$ cat src/rtl/fft64_stage_ctrl.sv
// Stage sequencer for the 64-point FFT core: frames the 8-beat column load, runs two
// radix-8 passes over ping-pong banks 0/1, then drains columns downstream with valid/ready.
module fft64_stage_ctrl #(
  parameter int PIPE_LAT = 3,
  parameter int N_COL    = 8
) (
  input  logic       clk,
  input  logic       rst_n,
  input  logic       in_start,
  input  logic       out_ready,
  output logic       load_en,
  output logic       stage_issue,
  output logic       stage_id,
  output logic [2:0] col_idx,
  output logic [2:0] tw_step,
  output logic       wb_valid,
  output logic [2:0] wb_col,
  output logic       rd_bank,
  output logic       wr_bank,
  output logic       dout_valid,
  output logic       frame_done,
  output logic       busy,
  output logic       load_err,
  output logic       frame_drop
);

  typedef enum logic [2:0] {IDLE, LOAD, S1, S2, OUT} state_t;

  // The counter is one bit wider than a column index so it can also count the drain cycles.
  localparam logic [3:0] LAST_BEAT = 4'(N_COL - 1);
  localparam logic [3:0] N_BEAT    = 4'(N_COL);
  localparam logic [3:0] PASS_LAST = 4'(N_COL + PIPE_LAT - 1);

  state_t     state, next_state;
  logic [3:0] cnt, cnt_nxt;
  logic       in_start_q;
  logic       in_rise;

  logic [PIPE_LAT-1:0]      issue_sr;
  logic [PIPE_LAT-1:0][2:0] col_sr;

  assign in_rise = in_start & ~in_start_q;

  // NOTE: sequential state uses non-blocking assignments so every flop samples pre-edge values.
  always_ff @(posedge clk or negedge rst_n) begin
    if (!rst_n) begin
      state      <= IDLE;
      cnt        <= '0;
      in_start_q <= 1'b0;
    end else begin
      state      <= next_state;
      cnt        <= cnt_nxt;
      in_start_q <= in_start;
    end
  end

  // NOTE: every output gets a default first, so no path through the case can infer a latch.
  always_comb begin
    next_state  = state;
    cnt_nxt     = cnt;
    load_en     = 1'b0;
    stage_issue = 1'b0;
    stage_id    = 1'b0;
    col_idx     = '0;
    tw_step     = '0;
    rd_bank     = 1'b0;
    wr_bank     = 1'b0;
    dout_valid  = 1'b0;
    frame_done  = 1'b0;
    load_err    = 1'b0;
    frame_drop  = 1'b0;
    case (state)
      IDLE: begin
        if (in_start) begin
          load_en    = 1'b1;
          next_state = LOAD;
          cnt_nxt    = 4'd1;
        end
      end
      LOAD: begin
        col_idx = cnt[2:0];
        load_en = in_start;
        if (!in_start) begin
          load_err   = 1'b1;
          next_state = IDLE;
          cnt_nxt    = '0;
        end else if (cnt == LAST_BEAT) begin
          next_state = S1;
          cnt_nxt    = '0;
        end else begin
          cnt_nxt = cnt + 4'd1;
        end
      end
      S1, S2: begin
        stage_id   = (state == S2);
        rd_bank    = (state == S2);
        wr_bank    = (state == S1);
        frame_drop = in_rise;
        if (cnt < N_BEAT) begin
          stage_issue = 1'b1;
          col_idx     = cnt[2:0];
          tw_step     = (state == S1) ? cnt[2:0] : 3'd0;
        end
        // Drain cycles let the last butterfly result land before the banks swap roles.
        if (cnt == PASS_LAST) begin
          next_state = (state == S1) ? S2 : OUT;
          cnt_nxt    = '0;
        end else begin
          cnt_nxt = cnt + 4'd1;
        end
      end
      OUT: begin
        dout_valid = 1'b1;
        col_idx    = cnt[2:0];
        frame_drop = in_rise;
        if (out_ready) begin
          if (cnt == LAST_BEAT) begin
            frame_done = 1'b1;
            next_state = IDLE;
            cnt_nxt    = '0;
            // A start on the final handshake begins the next frame without an IDLE bubble.
            if (in_start) begin
              load_en    = 1'b1;
              col_idx    = '0;
              frame_drop = 1'b0;
              next_state = LOAD;
              cnt_nxt    = 4'd1;
            end
          end else begin
            cnt_nxt = cnt + 4'd1;
          end
        end
      end
      default: begin
        next_state = IDLE;
        cnt_nxt    = '0;
      end
    endcase
  end

  assign busy = (state != IDLE);

  // NOTE: the write-back shift pipe is reset because its contents drive strobes straight out.
  always_ff @(posedge clk or negedge rst_n) begin
    if (!rst_n) begin
      issue_sr <= '0;
      col_sr   <= '0;
    end else if (next_state == IDLE) begin
      issue_sr <= '0;
      col_sr   <= '0;
    end else begin
      issue_sr[0] <= stage_issue;
      col_sr[0]   <= stage_issue ? col_idx : 3'd0;
      for (int i = 1; i < PIPE_LAT; i++) begin
        issue_sr[i] <= issue_sr[i-1];
        col_sr[i]   <= col_sr[i-1];
      end
    end
  end

  assign wb_valid = issue_sr[PIPE_LAT-1];
  assign wb_col   = col_sr[PIPE_LAT-1];

endmodule

$ cat config.mk
export PLATFORM = sky130hd
export DESIGN_NAME = fft64_stage_ctrl
export DESIGN_NICKNAME = d
export VERILOG_FILES = /design/src/rtl/fft64_stage_ctrl.sv
export SDC_FILE = /design/constraint.sdc
export NUM_CORES = 1
export LEC_CHECK = 0
export CAP_MARGIN = 20
export CORE_MARGIN = 5
export CORE_UTILIZATION = 45
export CTS_CLUSTER_SIZE = 16
export DETAILED_ROUTE_END_ITERATION = 6
export PLACE_DENSITY = 0.84
export SLEW_MARGIN = 20
export SYNTH_ARGS = -nofsm -noshare
export SYNTH_HDL_FRONTEND = slang
export SYNTH_SLANG_ARGS = --single-unit
export TNS_END_PERCENT = 10
$ cat constraint.sdc
create_clock -name clk -period 4.9 [get_ports clk]
set_input_delay 1.225 -clock clk [delete_from_list [all_inputs] [get_ports clk]]
set_output_delay 1.225 -clock clk [all_outputs]
set_load 0.02 [all_outputs]
# Word-level counts from Yosys, hierarchy flattened

Cells that the tools add are included.

Register bits: 20
Input bits: 4
Logic and storage cells: 70

Reductions and logical operators: 5
Bitwise logic cells: 2
Mux-type cells: 46
Order comparisons: 1
Equal/unequal tests: 8
$add $sub $neg: 1

Operators with widths:

| cell                                                                  | count |
|---|---|
| 3-bit two-way mux                                                     | 16 |
| 4-bit two-way mux                                                     | 6 |
| 1-bit two-way mux                                                     | 18 |
| 4-bit case mux with 4 select lines                                    | 1 |
| 3-bit case mux with 4 select lines                                    | 1 |
| 9-bit two-way mux                                                     | 1 |
| 3-bit case mux with 3 select lines                                    | 1 |
| 3-bit by 2-bit equality test with 1-bit output, second input constant | 2 |
| 3-bit logical NOT                                                     | 2 |
| 4-bit by 1-bit adder with 4-bit output, second input constant         | 1 |
| 4-bit by 3-bit equality test with 1-bit output, second input constant | 1 |
| 4-bit equality test, second input constant                            | 1 |
| 4-bit < comparator, second input constant                             | 1 |
| 2-bit inequality test, second input constant                          | 2 |
| 3-bit by 1-bit equality test with 1-bit output, second input constant | 1 |
| 3-bit equality test, second input constant                            | 1 |
| 1-bit case mux with 3 select lines                                    | 1 |
| 3-bit nonzero test                                                    | 1 |
| 1-bit case mux with 2 select lines                                    | 1 |
| 2-bit AND reduction                                                   | 1 |
| 2-bit OR reduction                                                    | 1 |
| 1-bit bitwise AND                                                     | 1 |
| 1-bit inverter                                                        | 1 |

# Longest topological paths before layout

Depth after elaboration: 6
Depth in mapped cells: 6
Mapped depth without buffers: 6

# Worst setup path after synthesis

No wires, ideal clock.

Kind: input-to-output
From: in in_start
To: out load_err
Path buffers: 1
Cell stages on the path: 2
Data arrival time: 2.023 ns
Setup slack: 1.652 ns
Cell sequence: buf_2 -> nor4_1

Word-level cells in the longest chain between the ends: 2

Ends and longest elaborated chain:

| element            | line | RTL |
|---|---|---|
| start: declaration | 9    | `input logic in_start,` |
| 1-bit two-way mux  | 83   | `if (!in_start) begin` |
| 1-bit two-way mux  | 72   | `case (state)` |
| end: declaration   | 23   | `output logic load_err,` |

Every way passes these cells.

# Worst setup path in the final report

From: in out_ready
To: out col_idx[2]

Word-level cells in the longest chain between the ends: 2

Ends and longest elaborated chain:

| element                            | line | RTL |
|---|---|---|
| start: declaration                 | 10   | `input logic out_ready,` |
| 3-bit two-way mux                  | 116  | `if (out_ready) begin` |
| 3-bit case mux with 3 select lines | 72   |  |
| end: declaration                   | 14   | `output logic [2:0] col_idx,` |

Every way passes these cells.

==> results.sh <==
export IMPL_status="complete, no violations"
export IMPL_yosysTopAreaCell="dfrtp_1"
export IMPL_synth_xor_xnor_area_share_pct=0.812
export IMPL_synthMuxAreaShare_pct=0.928
export IMPL_power_density_mw_per_mm2=617
export IMPL_crit_slowest_cell="clkdlybuf4s50_1"
export IMPL_initial_core_util_pct=47.8
export IMPL_syn_nets=114
export IMPL_area_growth_pct=23.6
export IMPL_drcViolationCount=0
export IMPL_worst_setup_path_start_kind="input port"
export IMPL_cts_buffers=3
export IMPL_die_w_microns=59.0
export IMPL_synthTopCellsByArea="dfrtp_1 (46%), and2_1 (5.8%), buf_4 (4.9%), nor2_1 (3.8%), nand2_1 (2.4%)"
export IMPL_drv_cap=0
export IMPL_final_min_clock_period_ns=4.18
export IMPL_synth_ff_type="dfrtp_1"
export IMPL_grt_max_degree=21
export IMPL_syn_area_sq_mm=0.00108
export IMPL_cp_required_ns=3.67
export IMPL_cp_cell_sequence="clkdlybuf4s50_1 -> nand3_1 -> a211oi_1 -> nor2_1 -> clkdlybuf4s50_1"
export IMPL_hold_path_class="reg -> reg"
export IMPL_cp_max_fo=4
export IMPL_dp_hpwl_mm=1.61
export IMPL_antenna_found_initial=0
export IMPL_ios=24
export IMPL_yosysSeqAreaShare_pct=46.4
export IMPL_nets=132
export IMPL_path_class="in -> out"
export IMPL_die_y_microns=59.0
export IMPL_vdd_drop_max_v=0.000329
export IMPL_synthCells=108
export IMPL_max_stage_delay_ns=0.56
export IMPL_fin_crit_sh_pct=85.4
export IMPL_finalHoldViolations=0
export IMPL_gp_congestion=0.979
export IMPL_clock_latency_ns=0.31
export IMPL_grt_total_usage_pct=13.5
export IMPL_setup_viol=0
export IMPL_ant_nets=0
export IMPL_overflow=0
export IMPL_worst_setup_path_end_kind="output pin"
export IMPL_drt_iter0_markers=24
export IMPL_async_flop_share_pct=100
export IMPL_clockRootBuffer="clkbuf_4"
export IMPL_synth_avg_cell_area_sq_um=9.99
export IMPL_via_per_inst=5.56
export IMPL_clockBufferDepth=2
export IMPL_total_power_mw=0.822
export IMPL_synth_top_area_share_pct=46.4
export IMPL_avgRoutedWirePerCell_microns=14.2
export IMPL_leakagePower_nw=0.566
export IMPL_fin_setup_tns_ns=0
export IMPL_post_cts_setup_buffer_count=0
export IMPL_dieArea_sq_mm=0.00348
export IMPL_rows=17
export IMPL_synth_top_family_by_area="simple AND/OR/NAND/NOR gates"
export IMPL_cts_sinks=20
export IMPL_vias=850
export IMPL_firstDrtPassIters=4
export IMPL_max_freq_mhz=239
export IMPL_worst_pin_slew_ns=0.882
export IMPL_port_buffer_count=23
export IMPL_relSlewSlack_pct=41.0
export IMPL_wl_mm=2.17
export IMPL_fin_skew_ns=0.00827
export IMPL_synth_edff_count=0
export IMPL_synth_compound_area_share_pct=14.8
export IMPL_cp_arrival_ns=2.96
export IMPL_postCtsHoldBufs=0
export IMPL_grt_pass1_vias=832
export IMPL_placeableCoreArea_sq_mm=0.00225
export IMPL_rsz0062_at_grt="no"
export IMPL_final_layout_size_suffix_gt1_share_pct=8.80
export IMPL_ctsResizeCount=0
export IMPL_ys_types=37
export IMPL_drv_slew=0
export IMPL_ys_ff_latch=20
export IMPL_clk_pin_slew_worst_paths_ns=0.12
export IMPL_ys_warnings_count=0
export IMPL_tritoncts="built"
export IMPL_synth_adder_area_share_pct=2.32
export IMPL_grt_pass1_wl_mm=3.63
export IMPL_htree_num_levels=1
export IMPL_r2r_slack_ns=3.11
export IMPL_antenna_cells=0
export IMPL_cp_common_cell="clkdlybuf4s50_1"
export IMPL_yosys_area_share_simple_pct=26.7
power by group:
part / total [mW] / switching, mW / internal, mW / leakage (nW)
combinational: 0.409 / 0.224 / 0.184 / 0.279
clock: 0.136 / 0.0530 / 0.0827 / 0.0279
sequential: 0.278 / 0.0583 / 0.219 / 0.259
total: 0.822 / 0.336 / 0.486 / 0.566
worst paths after layout:
| check | startpoint | end | depth (start not counted) |
|---|---|---|---|
| min in group asynchronous | rst_n | cnt[3]$_DFFE_PN0P_ | 1 |
| max reg2reg | state[2]$_DFF_PN0_ | cnt[2]$_DFFE_PN0P_ | 4 |
| max | out_ready | col_idx[2] | 5 |
| max in group asynchronous | rst_n | issue_sr[2]$_DFF_PN0_ | 1 |
| min reg2reg | col_sr[0]$_DFF_PN0_ | col_sr[3]$_DFF_PN0_ | 1 |
| min | col_sr[0]$_DFF_PN0_ | col_sr[3]$_DFF_PN0_ | 1 |
synthesized netlist by cell type (2+ instances only):
cell / count
dfrtp_1: 20
o21ai_0: 3
o211ai_1: 2
nor2_1: 11
ha_1: 2
nand2_1: 7
buf_4: 7
and2_1: 10
nand3_1: 3
inv_1: 4
nor3_1: 4
and3b_1: 2
nand2b_1: 3
buf_2: 3
a211oi_1: 2
a21oi_1: 2
nor4_1: 3
layer usage:
layer  share of wire [%]  track usage [%]  vias up
met3                 6.9             4.39        4
met1                  44             17.0      409
met4                 1.2             3.88        0
met2                  48             21.9       34
met5                   0                0        -
li1                    -                -      403
metrics by stage:
stage | worst slack [ns] | instance area [sq um] | hold WS [ns] | instances | utilization [%]
after global placement | 0.778 | 1280 | 0.431 | 149 | 56.8
final | 0.715 | 1330 | 0.468 | 153 | 59.1
after CTS | 0.740 | 1330 | 0.467 | 153 | 59.1
after floorplan | 1.65 | 1080 | 0.428 | 108 | -
after detailed placement | 0.750 | 1280 | 0.435 | 149 | 56.8
after global routing | 0.611 | 1330 | 0.484 | 153 | 59.1
worst max-delay path: cells and delay by family:
kind	cells	cell delay (ns)
compound gates	1	0.45
buf+inv	2	1.08
simple gates	2	0.20
flip-flops by register name (all words and copies together) (netlist names):
register and flops:
col_sr 6, cnt 4, issue_sr 3, state 3, wb_col 3, in_start_q 1
cells by family after synthesis:
family | Yosys count
flops | 20
compound gates | 19
fa+ha+maj | 2
simple gates | 50
xor+xnor | 1
mux | 1
buf+inv | 15
cell usage in the layout, fill, tap and decap left out, types with 2 or more instances in the layout:
cell / Yosys / layout
o211ai_1: 2 / 2
a21oi_1: 2 / 2
nand2_1: 7 / 7
nor2_1: 11 / 11
nand2b_1: 3 / 3
inv_1: 4 / 4
nand3_1: 3 / 3
ha_1: 2 / 2
and2_1: 10 / 10
clkbuf_4: 0 / 3
nor4_1: 3 / 3
and3b_1: 2 / 2
nor3_1: 4 / 4
a211oi_1: 2 / 2
dfrtp_1: 20 / 20
clkdlybuf4s50_1: 0 / 23
o21ai_0: 3 / 3
cell type report:
class / count / area (sq um)
clock buffer: 3 / 22.5
clock inverter: 1 / 30.0
fill: 214 / 922
inverter: 4 / 15.0
multi-input combinational: 73 / 492
sequential: 20 / 500
tap: 28 / 35.0
timing repair buffer: 24 / 238
Note: power is estimated with default switching activity, not from simulation.
